`src/rtl/comp_serial_ctrl.sv`:
```
// comp_serial_ctrl
//
// Serial magnitude-compare controller. Compares two WIDTH-bit unsigned
// operands one bit per clock, MSB first, with a 1-bit comparator cell.
// The compare stops at the first differing bit. The result is registered
// and held until the next accepted start. done is a one-cycle strobe.
//
// Ports:
//   clk    rising-edge clock
//   rst    synchronous active-high reset
//   start  compare request, sampled only in IDLE
//   a_in   operand A, captured on the accepting edge
//   b_in   operand B, captured on the accepting edge
//   busy   high in RUN and DONE
//   done   one-cycle strobe, result valid
//   gt     A > B (held)
//   lt     A < B (held)
//   eq     A == B (held)

module comp_serial_ctrl #(
    parameter int unsigned WIDTH = 8
) (
    input  logic             clk,
    input  logic             rst,
    input  logic             start,
    input  logic [WIDTH-1:0] a_in,
    input  logic [WIDTH-1:0] b_in,
    output logic             busy,
    output logic             done,
    output logic             gt,
    output logic             lt,
    output logic             eq
);

    // Counter holds the index of the bit under compare; it needs at least one bit.
    localparam int unsigned CntW = (WIDTH > 1) ? $clog2(WIDTH) : 1;

    typedef enum logic [1:0] {
        StIdle,
        StRun,
        StDone
    } state_e;

    state_e            state_q;
    logic [WIDTH-1:0]  a_q;
    logic [WIDTH-1:0]  b_q;
    logic [CntW-1:0]   cnt_q;

    // 1-bit comparator cell on the current MSBs.
    logic a_msb;
    logic b_msb;
    logic cell_gt;
    logic cell_lt;
    logic cell_eq;

    always_comb begin
        a_msb   = a_q[WIDTH-1];
        b_msb   = b_q[WIDTH-1];
        cell_gt = a_msb & ~b_msb;
        cell_lt = ~a_msb & b_msb;
        cell_eq = ~(a_msb ^ b_msb);
    end

    always_ff @(posedge clk) begin
        if (rst) begin
            state_q <= StIdle;
            a_q     <= '0;
            b_q     <= '0;
            cnt_q   <= '0;
            busy    <= 1'b0;
            done    <= 1'b0;
            gt      <= 1'b0;
            lt      <= 1'b0;
            eq      <= 1'b0;
        end else begin
            done <= 1'b0;
            unique case (state_q)
                StIdle: begin
                    if (start) begin
                        a_q     <= a_in;
                        b_q     <= b_in;
                        cnt_q   <= CntW'(WIDTH - 1);
                        // Flags read 0 from acceptance until the result edge.
                        gt      <= 1'b0;
                        lt      <= 1'b0;
                        eq      <= 1'b0;
                        busy    <= 1'b1;
                        state_q <= StRun;
                    end
                end
                StRun: begin
                    if (!cell_eq) begin
                        gt      <= cell_gt;
                        lt      <= cell_lt;
                        done    <= 1'b1;
                        state_q <= StDone;
                    end else if (cnt_q == '0) begin
                        eq      <= 1'b1;
                        done    <= 1'b1;
                        state_q <= StDone;
                    end else begin
                        a_q   <= a_q << 1;
                        b_q   <= b_q << 1;
                        cnt_q <= cnt_q - 1'b1;
                    end
                end
                StDone: begin
                    busy    <= 1'b0;
                    state_q <= StIdle;
                end
                default: begin
                    busy    <= 1'b0;
                    state_q <= StIdle;
                end
            endcase
        end
    end

endmodule

```
`config.mk`:
```
export PLATFORM = sky130hd
export DESIGN_NAME = comp_serial_ctrl
export DESIGN_NICKNAME = d
export VERILOG_FILES = /design/src/rtl/comp_serial_ctrl.sv
export SDC_FILE = /design/constraint.sdc
export NUM_CORES = 1
export LEC_CHECK = 0
export ABC_CLOCK_PERIOD_IN_PS = 4100
export BUFFER_PORTS_ARGS = -buffer_cell sky130_fd_sc_hd__buf_2
export CAP_MARGIN = 20
export CELL_PAD_IN_SITES_DETAIL_PLACEMENT = 1
export CELL_PAD_IN_SITES_GLOBAL_PLACEMENT = 1
export CORE_ASPECT_RATIO = 0.75
export CORE_MARGIN = 5
export CORE_UTILIZATION = 44
export CTS_CLUSTER_SIZE = 30
export DETAILED_ROUTE_END_ITERATION = 10
export HOLD_SLACK_MARGIN = 0.03
export PLACE_DENSITY = 0.86
export RECOVER_POWER = 50
export SLEW_MARGIN = 40
export SYNTH_ARGS = -nofsm -noshare
export SYNTH_HDL_FRONTEND = slang
export SYNTH_SLANG_ARGS = --single-unit
```
`constraint.sdc`:
```
create_clock -name clk -period 4.1 [get_ports clk]
set_input_delay 0.615 -clock clk [delete_from_list [all_inputs] [get_ports clk]]
set_output_delay 0.615 -clock clk [all_outputs]
set_load 0.01 [all_outputs]
```
==> load_flow_metrics.sql, run 1 <==
INSERT INTO impl_metrics (metric_group, metric, value, unit) VALUES
('status', 'run_status', 'completed', ''),
('power_and_ir_drop', 'power_density', '455', 'mW/mm2'),
('sta', 'rsz0062_at_grt', 'false', ''),
('yosys', 'yosys.area_share.xor_xnor', '0', '%'),
('yosys', 'synth.yosys.seq_area_share', '42.3', '%'),
('clock_tree', 'clock_transition_at_the_register_clock_pins_on_the_worst_setup_and_hold_paths_after_cts', '0.09', 'ns'),
('layout', 'nNetsFinal', '162', ''),
('power_and_ir_drop', 'report.power.total', '619', 'uW'),
('power_and_ir_drop', 'cellLeakagePower', '0.529', 'nW'),
('sta', 'timing.clock.skew', '0.00457', 'ns'),
('clock_tree', 'root_buffer', 'sky130_fd_sc_hd__clkbuf_8', ''),
('die', 'floorplan.core_area', '0.00264', 'mm2'),
('route', 'vias', '925', ''),
('sta', 'finalHoldViolations', '0', ''),
('layout', 'multiInputGateArea', '618', 'um2'),
('route', 'finalWirelength', '2670', 'um'),
('placed_design', 'total_placed_cells_including_tap_cells', '170', ''),
('yosys', 'syn-cell-area', '0.00123', 'mm2'),
('sta', 'accumulated_negative_setup_slack', '0', 'ns'),
('sta', 'fin_crit', '2.30', 'ns'),
('yosys', 'syn_avg_cell_area', '10.3', 'um2'),
('clock_tree', 'cts_post_setup_buffers_inserted', '0', ''),
('clock_tree', 'cts_inserted_buffers', '3', ''),
('worst_setup_path', 'critPathLaunch', 'state_q[0]$_SDFFE_PP0P_', ''),
('worst_setup_path', 'critPathRequiredTime', '4.29', 'ns'),
('clock_tree', 'tritoncts', 'built', ''),
('route', 'post_detailed_route_drc_marker_count', '0', ''),
('global_route', 'grt_pass1_wl', '4500', 'um'),
('placed_design', 'gp_routability_congestion', '0.724', ''),
('worst_setup_path', 'regToRegSetupSlack', '1.80', 'ns'),
('die', 'start_util', '46.6', '%'),
('layout', 'final-seq-area', '520', 'um2'),
('power_and_ir_drop', 'max-vdd-ir-drop', '244', 'uV'),
('placed_design', 'count_of_buffers_from_port_buffering', '23', ''),
('yosys', 'synth_cell_types', '26', ''),
('job', 'max_cap_viol_count', '0', ''),
('die', 'floorplan.die.height', '55.8', 'um'),
('hold_path', 'worstHoldPathType', 'reg2reg', ''),
('yosys', 'yosys-mux-area-fraction', '11.4', '%'),
('route', 'drt_pre_antenna_iters', '3', ''),
('global_route', 'grt_max_degree', '30', ''),
('layout', 'final-instance-count-excl-fill', '173', ''),
('sta', 'finalMaxSlewViolations', '0', ''),
('worst_setup_path', 'worst-setup-path-type', 'reg2reg', ''),
('hold_path', 'worstHoldStart', 'cnt_q[0]$_SDFFE_PP0P_', ''),
('clock_tree', 'clock_latency_on_the_worst_skew_pair', '0.27', 'ns'),
('sta', 'max_clock_freq', '0.434', 'GHz'),
('route', 'final_antenna_net_count', '0', ''),
('yosys', 'synth_largest_type_area_fraction', '42.3', '%'),
('worst_setup_path', 'reg2reg_depth', '4', ''),
('worst_setup_path', 'cp-end-kind', 'flop', ''),
('die', 'die_w', '71.1', 'um'),
('layout', 'antenna-diode-count', '0', ''),
('route', 'avgRoutedWirePerCell', '15.4', 'um'),
('yosys', 'ys_seq_elements', '26', ''),
('clock_tree', 'cts-root-to-sink-buffers', '2', ''),
('worst_setup_path', 'worstPathArrival', '2.49', 'ns'),
('sta', 'slew_headroom', '32.8', '%'),
('route', 'avgViaCountPerCell', '5.35', ''),
('die', 'ioPinCount', '24', ''),
('route', 'drt-initial-drc-count', '22', ''),
('worst_setup_path', 'crit_chain', 'nor3b_1 > a31o_4 > nor2_1 > a211oi_2', ''),
('yosys', 'synth_warnings', '0', ''),
('yosys', 'synthSimpleGateAreaFrac', '12.9', '%'),
('global_route', 'number_of_antenna_violations_at_the_first_check_in_global_routing', '0', ''),
('global_route', 'globalRouteOverflowTotal', '0', ''),
('yosys', 'synth.largest_area_cell', 'sky130_fd_sc_hd__dfxtp_1', ''),
('yosys', 'post_synth_inst_count', '120', ''),
('worst_setup_path', 'max_stage_delay', '0.82', 'ns'),
('sta', 'final.period_utilization', '56.2', '%'),
('worst_setup_path', 'crit_path_start_kind', 'flop', '');
## layer usage
metal | GRT usage, % | vias up | routed length, um | part of all wire, %
met5 | 0 | - | 0 | 0
met4 | 1.61 | 0 | 11 | 0.41
met3 | 3.97 | 2 | 82 | 3.1
met2 | 25.5 | 12 | 1420 | 53
met1 | 16.4 | 445 | 1160 | 43
li1 | - | 466 | - | -
## Yosys cell counts
master,n
sky130_fd_sc_hd__dfxtp_1,26
sky130_fd_sc_hd__nor2_1,21
sky130_fd_sc_hd__mux2i_1,14
sky130_fd_sc_hd__a211oi_2,10
sky130_fd_sc_hd__a211oi_1,8
sky130_fd_sc_hd__inv_1,7
sky130_fd_sc_hd__ha_1,4
sky130_fd_sc_hd__nand2b_1,4
sky130_fd_sc_hd__a21oi_1,3
sky130_fd_sc_hd__buf_6,3
sky130_fd_sc_hd__clkbuf_1,3
sky130_fd_sc_hd__a22oi_1,2
sky130_fd_sc_hd__nor4b_1,2
sky130_fd_sc_hd__a21o_1,1
sky130_fd_sc_hd__a221oi_1,1
sky130_fd_sc_hd__a311oi_1,1
sky130_fd_sc_hd__a31o_4,1
sky130_fd_sc_hd__a31oi_1,1
sky130_fd_sc_hd__and3_1,1
sky130_fd_sc_hd__buf_1,1
sky130_fd_sc_hd__buf_2,1
sky130_fd_sc_hd__buf_4,1
sky130_fd_sc_hd__nor2b_4,1
sky130_fd_sc_hd__nor3_1,1
sky130_fd_sc_hd__nor3b_2,1
sky130_fd_sc_hd__o32a_1,1
## power by group
part           total [mW]  internal [mW]  switching [mW]
combinational       0.160         0.0688          0.0911
clock               0.144         0.0658          0.0783
sequential          0.315          0.286          0.0287
total               0.619          0.421           0.198
## critical path, delay by kind of cell, from the launching register on
family / cells / cell delay [ns]
flip-flops: 1 / 0.64
AND/OR/NAND/NOR: 2 / 0.93
AO/OA/AOI/OAI: 2 / 0.65
## sequential cells by signal, summed over array words and instances, names as in the netlist
| name | cells |
|---|---|
| state_q | 2 |
| done | 1 |
| lt | 1 |
| cnt_q | 3 |
| gt | 1 |
| busy | 1 |
| b_q | 8 |
| a_q | 8 |
| eq | 1 |
## worst min-delay path by stage
stage,endpoint,depth (start not counted)
after CTS,cnt_q[0]$_SDFFE_PP0P_,1
after detailed placement,cnt_q[0]$_SDFFE_PP0P_,1
after global routing,cnt_q[2]$_SDFFE_PP0P_,1
after global placement,cnt_q[2]$_SDFFE_PP0P_,1
final,cnt_q[0]$_SDFFE_PP0P_,1
after floorplan,cnt_q[0]$_SDFFE_PP0P_,1
## stage by stage
| step | worst slack (ns) | hold slack (ns) | area (um2) | util (%) |
|---|---|---|---|---|
| after floorplan | 2.55 | 0.437 | 1230 | - |
| after global routing | 1.63 | 0.503 | 1360 | 51.5 |
| after CTS | 2.25 | 0.472 | 1370 | 51.9 |
| after detailed placement | 2.09 | 0.459 | 1330 | 50.4 |
| final | 1.80 | 0.470 | 1360 | 51.5 |
| after global placement | 2.05 | 0.460 | 1330 | 50.3 |
## cell type report
class                   count  area share [%]
multi-input cells          78            45.4
flip-flops and latches     26            38.3
repair buffers             23            8.00
well taps                  36            3.31
clock buffers               3            3.04
inverters                   7            1.93
## cells by family after synthesis
logic type | after synthesis
DFF | 26
and+or+nand+nor | 31
buffers and inverters | 16
muxes | 14
AOI/OAI and AO/OA | 29
adders and majority gates | 4
## layout by cell type (no fill, tap or decap)
master	instances
sky130_fd_sc_hd__a211oi_1	8
sky130_fd_sc_hd__a211oi_2	10
sky130_fd_sc_hd__a21o_1	1
sky130_fd_sc_hd__a21oi_1	3
sky130_fd_sc_hd__a221oi_1	1
sky130_fd_sc_hd__a22oi_1	2
sky130_fd_sc_hd__a311oi_1	1
sky130_fd_sc_hd__a31o_4	1
sky130_fd_sc_hd__a31oi_1	1
sky130_fd_sc_hd__and3_1	1
sky130_fd_sc_hd__buf_2	18
sky130_fd_sc_hd__clkbuf_1	5
sky130_fd_sc_hd__clkbuf_8	3
sky130_fd_sc_hd__dfxtp_1	26
sky130_fd_sc_hd__ha_1	4
sky130_fd_sc_hd__inv_1	7
sky130_fd_sc_hd__mux2i_1	14
sky130_fd_sc_hd__nand2b_1	4
sky130_fd_sc_hd__nor2_1	21
sky130_fd_sc_hd__nor2b_4	1
sky130_fd_sc_hd__nor3_1	1
sky130_fd_sc_hd__nor3b_1	1
sky130_fd_sc_hd__nor4b_1	2
sky130_fd_sc_hd__o32a_1	1
No activity file was read; power rests on OpenSTA's default activity.
==> run 2: changes to the inputs <==
--- a/config.mk
+++ b/config.mk
@@ -5,18 +5,19 @@
 export SDC_FILE = /design/constraint.sdc
 export NUM_CORES = 1
 export LEC_CHECK = 0
-export ABC_CLOCK_PERIOD_IN_PS = 4100
+export ABC_AREA = 1
+export ABC_CLOCK_PERIOD_IN_PS = 2200
 export BUFFER_PORTS_ARGS = -buffer_cell sky130_fd_sc_hd__buf_2
 export CAP_MARGIN = 20
 export CELL_PAD_IN_SITES_DETAIL_PLACEMENT = 1
 export CELL_PAD_IN_SITES_GLOBAL_PLACEMENT = 1
 export CORE_ASPECT_RATIO = 0.75
 export CORE_MARGIN = 5
-export CORE_UTILIZATION = 44
+export CORE_UTILIZATION = 39
 export CTS_CLUSTER_SIZE = 30
 export DETAILED_ROUTE_END_ITERATION = 10
 export HOLD_SLACK_MARGIN = 0.03
-export PLACE_DENSITY = 0.86
+export PLACE_DENSITY = 0.82
 export RECOVER_POWER = 50
 export SLEW_MARGIN = 40
 export SYNTH_ARGS = -nofsm -noshare
==> constraint.sdc (replaced) <==
create_clock -name clk -period 2.2 [get_ports clk]
set_input_delay 0.33 -clock clk [delete_from_list [all_inputs] [get_ports clk]]
set_output_delay 0.33 -clock clk [all_outputs]
set_load 0.01 [all_outputs]
==> run 2 against run 1 <==
  * Worst setup slack worse by 1.2 ns
  * Synthesized cell count is 63% higher
  * Worst hold slack worse by 0.16 ns
  * Cell area is 13% higher
  * Critical path depth is 3 higher
  * Maximum frequency is 40% higher
  * Clock-buffer cell count is 1 higher
  * Via count is 34% higher
  * Clock skew is 0.0024 ns lower
  * Global-route usage is 1.1 points higher
==> load_flow_metrics.sql, run 2 <==
INSERT INTO impl_metrics (metric_group, metric, value, unit) VALUES
('yosys', 'synth_warnings', '0', ''),
('die', 'floorplan.rows', '18', ''),
('placed_design', 'gp_routability_congestion', '0.829', ''),
('route', 'drt-initial-drc-count', '39', ''),
('layout', 'most_used_cells_in_the_layout_excluding_fill_and_tap_cells', '42 x sky130_fd_sc_hd__nand2_1, 42 x sky130_fd_sc_hd__nor2_1, 26 x sky130_fd_sc_hd__dfxtp_1', ''),
('layout', 'fillCellCount', '456', ''),
('worst_setup_path', 'crit_path_start_kind', 'flop', ''),
('status', 'run_status', 'completed', ''),
('clock_tree', 'ctsHoldBuffers', '0', ''),
('global_route', 'globalRouteOverflowTotal', '0', ''),
('placed_design', 'dp_hpwl', '2330', 'um'),
('sta', 'max_clock_freq', '0.609', 'GHz'),
('yosys', 'synth_largest_type_area_fraction', '37.7', '%'),
('clock_tree', 'clock_latency_on_the_worst_skew_pair', '0.27', 'ns'),
('worst_setup_path', 'cp_buf_inv_count', '2', ''),
('sta', 'finalHoldViolations', '0', ''),
('route', 'avgRoutedWirePerCell', '12.5', 'um'),
('global_route', 'grt_use_total', '15.0', '%'),
('layout', 'post_route_cells_drive_above_1_share', '16.7', '%'),
('sta', 'timing.clock.skew', '0.00216', 'ns'),
('layout', 'final-seq-area', '520', 'um2'),
('worst_setup_path', 'worst_path_max_delay_cell', 'sky130_fd_sc_hd__dfxtp_1', ''),
('sta', 'setup_viol', '0', ''),
('power_and_ir_drop', 'cellLeakagePower', '0.755', 'nW'),
('power_and_ir_drop', 'power_density', '1120', 'mW/mm2'),
('route', 'vias', '1238', ''),
('sta', 'slew_headroom', '66.2', '%'),
('clock_tree', 'clock_transition_at_the_register_clock_pins_on_the_worst_setup_and_hold_paths_after_cts', '0.09', 'ns'),
('die', 'die_w', '78.7', 'um'),
('yosys', 'synth_most_common_cell', 'sky130_fd_sc_hd__nor2_1', ''),
('yosys', 'synth_enable_flop_cells', '0', ''),
('power_and_ir_drop', 'max-vdd-ir-drop', '646', 'uV'),
('route', 'drt_pre_antenna_iters', '4', ''),
('die', 'ioPinCount', '24', ''),
('global_route', 'number_of_global_route_vias_before_repair', '1245', ''),
('yosys', 'postSynth.topFlopCell', 'sky130_fd_sc_hd__dfxtp_1', ''),
('layout', 'nNetsFinal', '240', ''),
('yosys', 'synth.largest_area_cell', 'sky130_fd_sc_hd__dfxtp_1', ''),
('worst_setup_path', 'timing.critical_path.max_delay_family', 'simple AND/OR/NAND/NOR gates', ''),
('yosys', 'synth_commonest_cells', '42 x sky130_fd_sc_hd__nor2_1, 41 x sky130_fd_sc_hd__nand2_1, 26 x sky130_fd_sc_hd__dfxtp_1', ''),
('route', 'final_antenna_net_count', '0', ''),
('yosys', 'async_flop_share', '0', '%'),
('worst_setup_path', 'worstPathArrival', '1.82', 'ns'),
('sta', 'accumulated_negative_setup_slack', '0', 'ns'),
('route', 'finalWirelength', '3200', 'um'),
('layout', 'antenna-diode-count', '0', ''),
('yosys', 'ys_seq_elements', '26', ''),
('global_route', 'grt_max_degree', '27', ''),
('global_route', 'number_of_antenna_violations_at_the_first_check_in_global_routing', '0', ''),
('sta', 'fin_crit', '1.64', 'ns'),
('hold_path', 'worstHoldPathType', 'in2reg', ''),
('yosys', 'syn-cell-area', '0.00138', 'mm2'),
('clock_tree', 'cts_post_setup_buffers_inserted', '0', ''),
('power_and_ir_drop', 'report.power.total', '1.72', 'mW'),
('clock_tree', 'root_buffer', 'sky130_fd_sc_hd__clkbuf_8', ''),
('sta', 'fin_hold_ws', '0.305', 'ns'),
('route', 'avgViaCountPerCell', '4.84', ''),
('die', 'floorplan.die.height', '61.5', 'um'),
('yosys', 'syn_avg_cell_area', '7.04', 'um2'),
('placed_design', 'count_of_buffers_from_port_buffering', '23', ''),
('layout', 'area.growth.synth_to_final', '10.9', '%'),
('yosys', 'synth_cell_types', '22', ''),
('worst_setup_path', 'critPathRequiredTime', '2.38', 'ns'),
('worst_setup_path', 'worst-path-max-fanout', '16', ''),
('sta', 'timing_worst_slew_pin_value', '0.504', 'ns'),
('die', 'floorplan.core_area', '0.00336', 'mm2'),
('yosys', 'ys_top_cells_by_area', 'sky130_fd_sc_hd__dfxtp_1 38%, sky130_fd_sc_hd__nor2_1 11%, sky130_fd_sc_hd__nand2_1 11%, sky130_fd_sc_hd__inv_1 5.4%, sky130_fd_sc_hd__nand3_1 5.4%', ''),
('sta', 'final.period_utilization', '74.7', '%'),
('clock_tree', 'cts-resized-gates', '0', ''),
('clock_tree', 'cts_max_level', '1', ''),
('clock_tree', 'cts_inserted_buffers', '3', ''),
('layout', 'multiInputGateArea', '702', 'um2'),
('sta', 'rsz0062_at_grt', 'false', ''),
('layout', 'largest_registers', 'a_q x8, b_q x8, cnt_q x3', ''),
('clock_tree', 'tritoncts', 'built', ''),
('worst_setup_path', 'regToRegSetupSlack', '0.56', 'ns'),
('sta', 'finalMaxSlewViolations', '0', ''),
('layout', 'final_util', '45.6', '%'),
('yosys', 'mappedNetlistNets', '219', ''),
('yosys', 'synth.yosys.seq_area_share', '37.7', '%'),
('clock_tree', 'clock_sink_count', '26', ''),
('clock_tree', 'cts-root-to-sink-buffers', '2', ''),
('worst_setup_path', 'worst-setup-path-type', 'reg2reg', ''),
('job', 'max_cap_viol_count', '0', ''),
('global_route', 'grt_pass1_wl', '5690', 'um'),
('worst_setup_path', 'crit_chain', 'inv_1 > ha_1 > inv_1 > nand2_1 > nand3_4 > nor2_1 > nor2_1', ''),
('die', 'die_area', '0.00484', 'mm2'),
('worst_setup_path', 'max_stage_delay', '0.34', 'ns'),
('die', 'start_util', '41.1', '%'),
('route', 'post_detailed_route_drc_marker_count', '0', ''),
('worst_setup_path', 'cp-end-kind', 'flop', ''),
('yosys', 'post_synth_inst_count', '196', '');
[run 2: changes by cell type after synthesis, moves of 13 or more]
cell / delta
sky130_fd_sc_hd__nor2_1: +21
sky130_fd_sc_hd__o21ai_0: +13
sky130_fd_sc_hd__nand3_1: +15
sky130_fd_sc_hd__mux2i_1: -14
sky130_fd_sc_hd__inv_1: +13
sky130_fd_sc_hd__nand2_1: +41
[run 2: path summary, 6_finish.rpt]
path	startpoint	to	cells after the start
worst min register to register	lt$_SDFFE_PP0P_	lt$_SDFFE_PP0P_	2
worst min-delay path	b_in[0]	b_q[0]$_SDFFE_PP0P_	3
worst max-delay path	a_q[7]$_SDFFE_PP0P_	b_q[2]$_SDFFE_PP0P_	7
worst max register to register	a_q[7]$_SDFFE_PP0P_	b_q[2]$_SDFFE_PP0P_	7
[run 2: cell type report]
type                    instances  share of cell area [%]
clock buffers                   4                    3.60
inverters                      23                    5.64
multi-input cells             139                    45.9
flip-flops and latches         26                    34.0
well taps                      40                    3.27
repair buffers                 24                    7.60
[run 2: kinds of logic after synthesis]
logic type      count (synthesis)  share of synthesized area (%)
fa+ha+maj                       4                           3.63
buf+inv                        31                           10.9
compound gates                 22                           7.98
xor+xnor                        1                          0.635
flops                          26                           37.7
simple gates                  112                           39.2
[run 2: metal layers]
layer	part of all wire, %	vias up	track usage [%]
li1	-	649	-
met1	50	572	18.1
met2	46	12	27.3
met3	2.9	5	3.65
met4	0.94	0	3.74
met5	0	-	0
[run 2: metrics by stage]
stage | cell area, um2 | worst slack, ns | instances
after floorplan | 1380 | 0.834 | 196
after global placement | 1490 | 0.715 | 252
after detailed placement | 1490 | 0.705 | 252
after CTS | 1540 | 0.663 | 256
after global routing | 1530 | 0.387 | 256
final | 1530 | 0.558 | 256
[run 2: worst min-delay path, cell delays in order]
cell,delay [ns]
sky130_fd_sc_hd__buf_2,0.10
sky130_fd_sc_hd__nand2_1,0.05
sky130_fd_sc_hd__a21oi_1,0.06
[run 2: where the power goes]
part	internal, mW	switching (mW)	total, mW	leakage [nW]
Sequential	0.592	0.0593	0.651	0.215
Clock	0.160	0.158	0.318	0.0288
Combinational	0.255	0.493	0.748	0.511
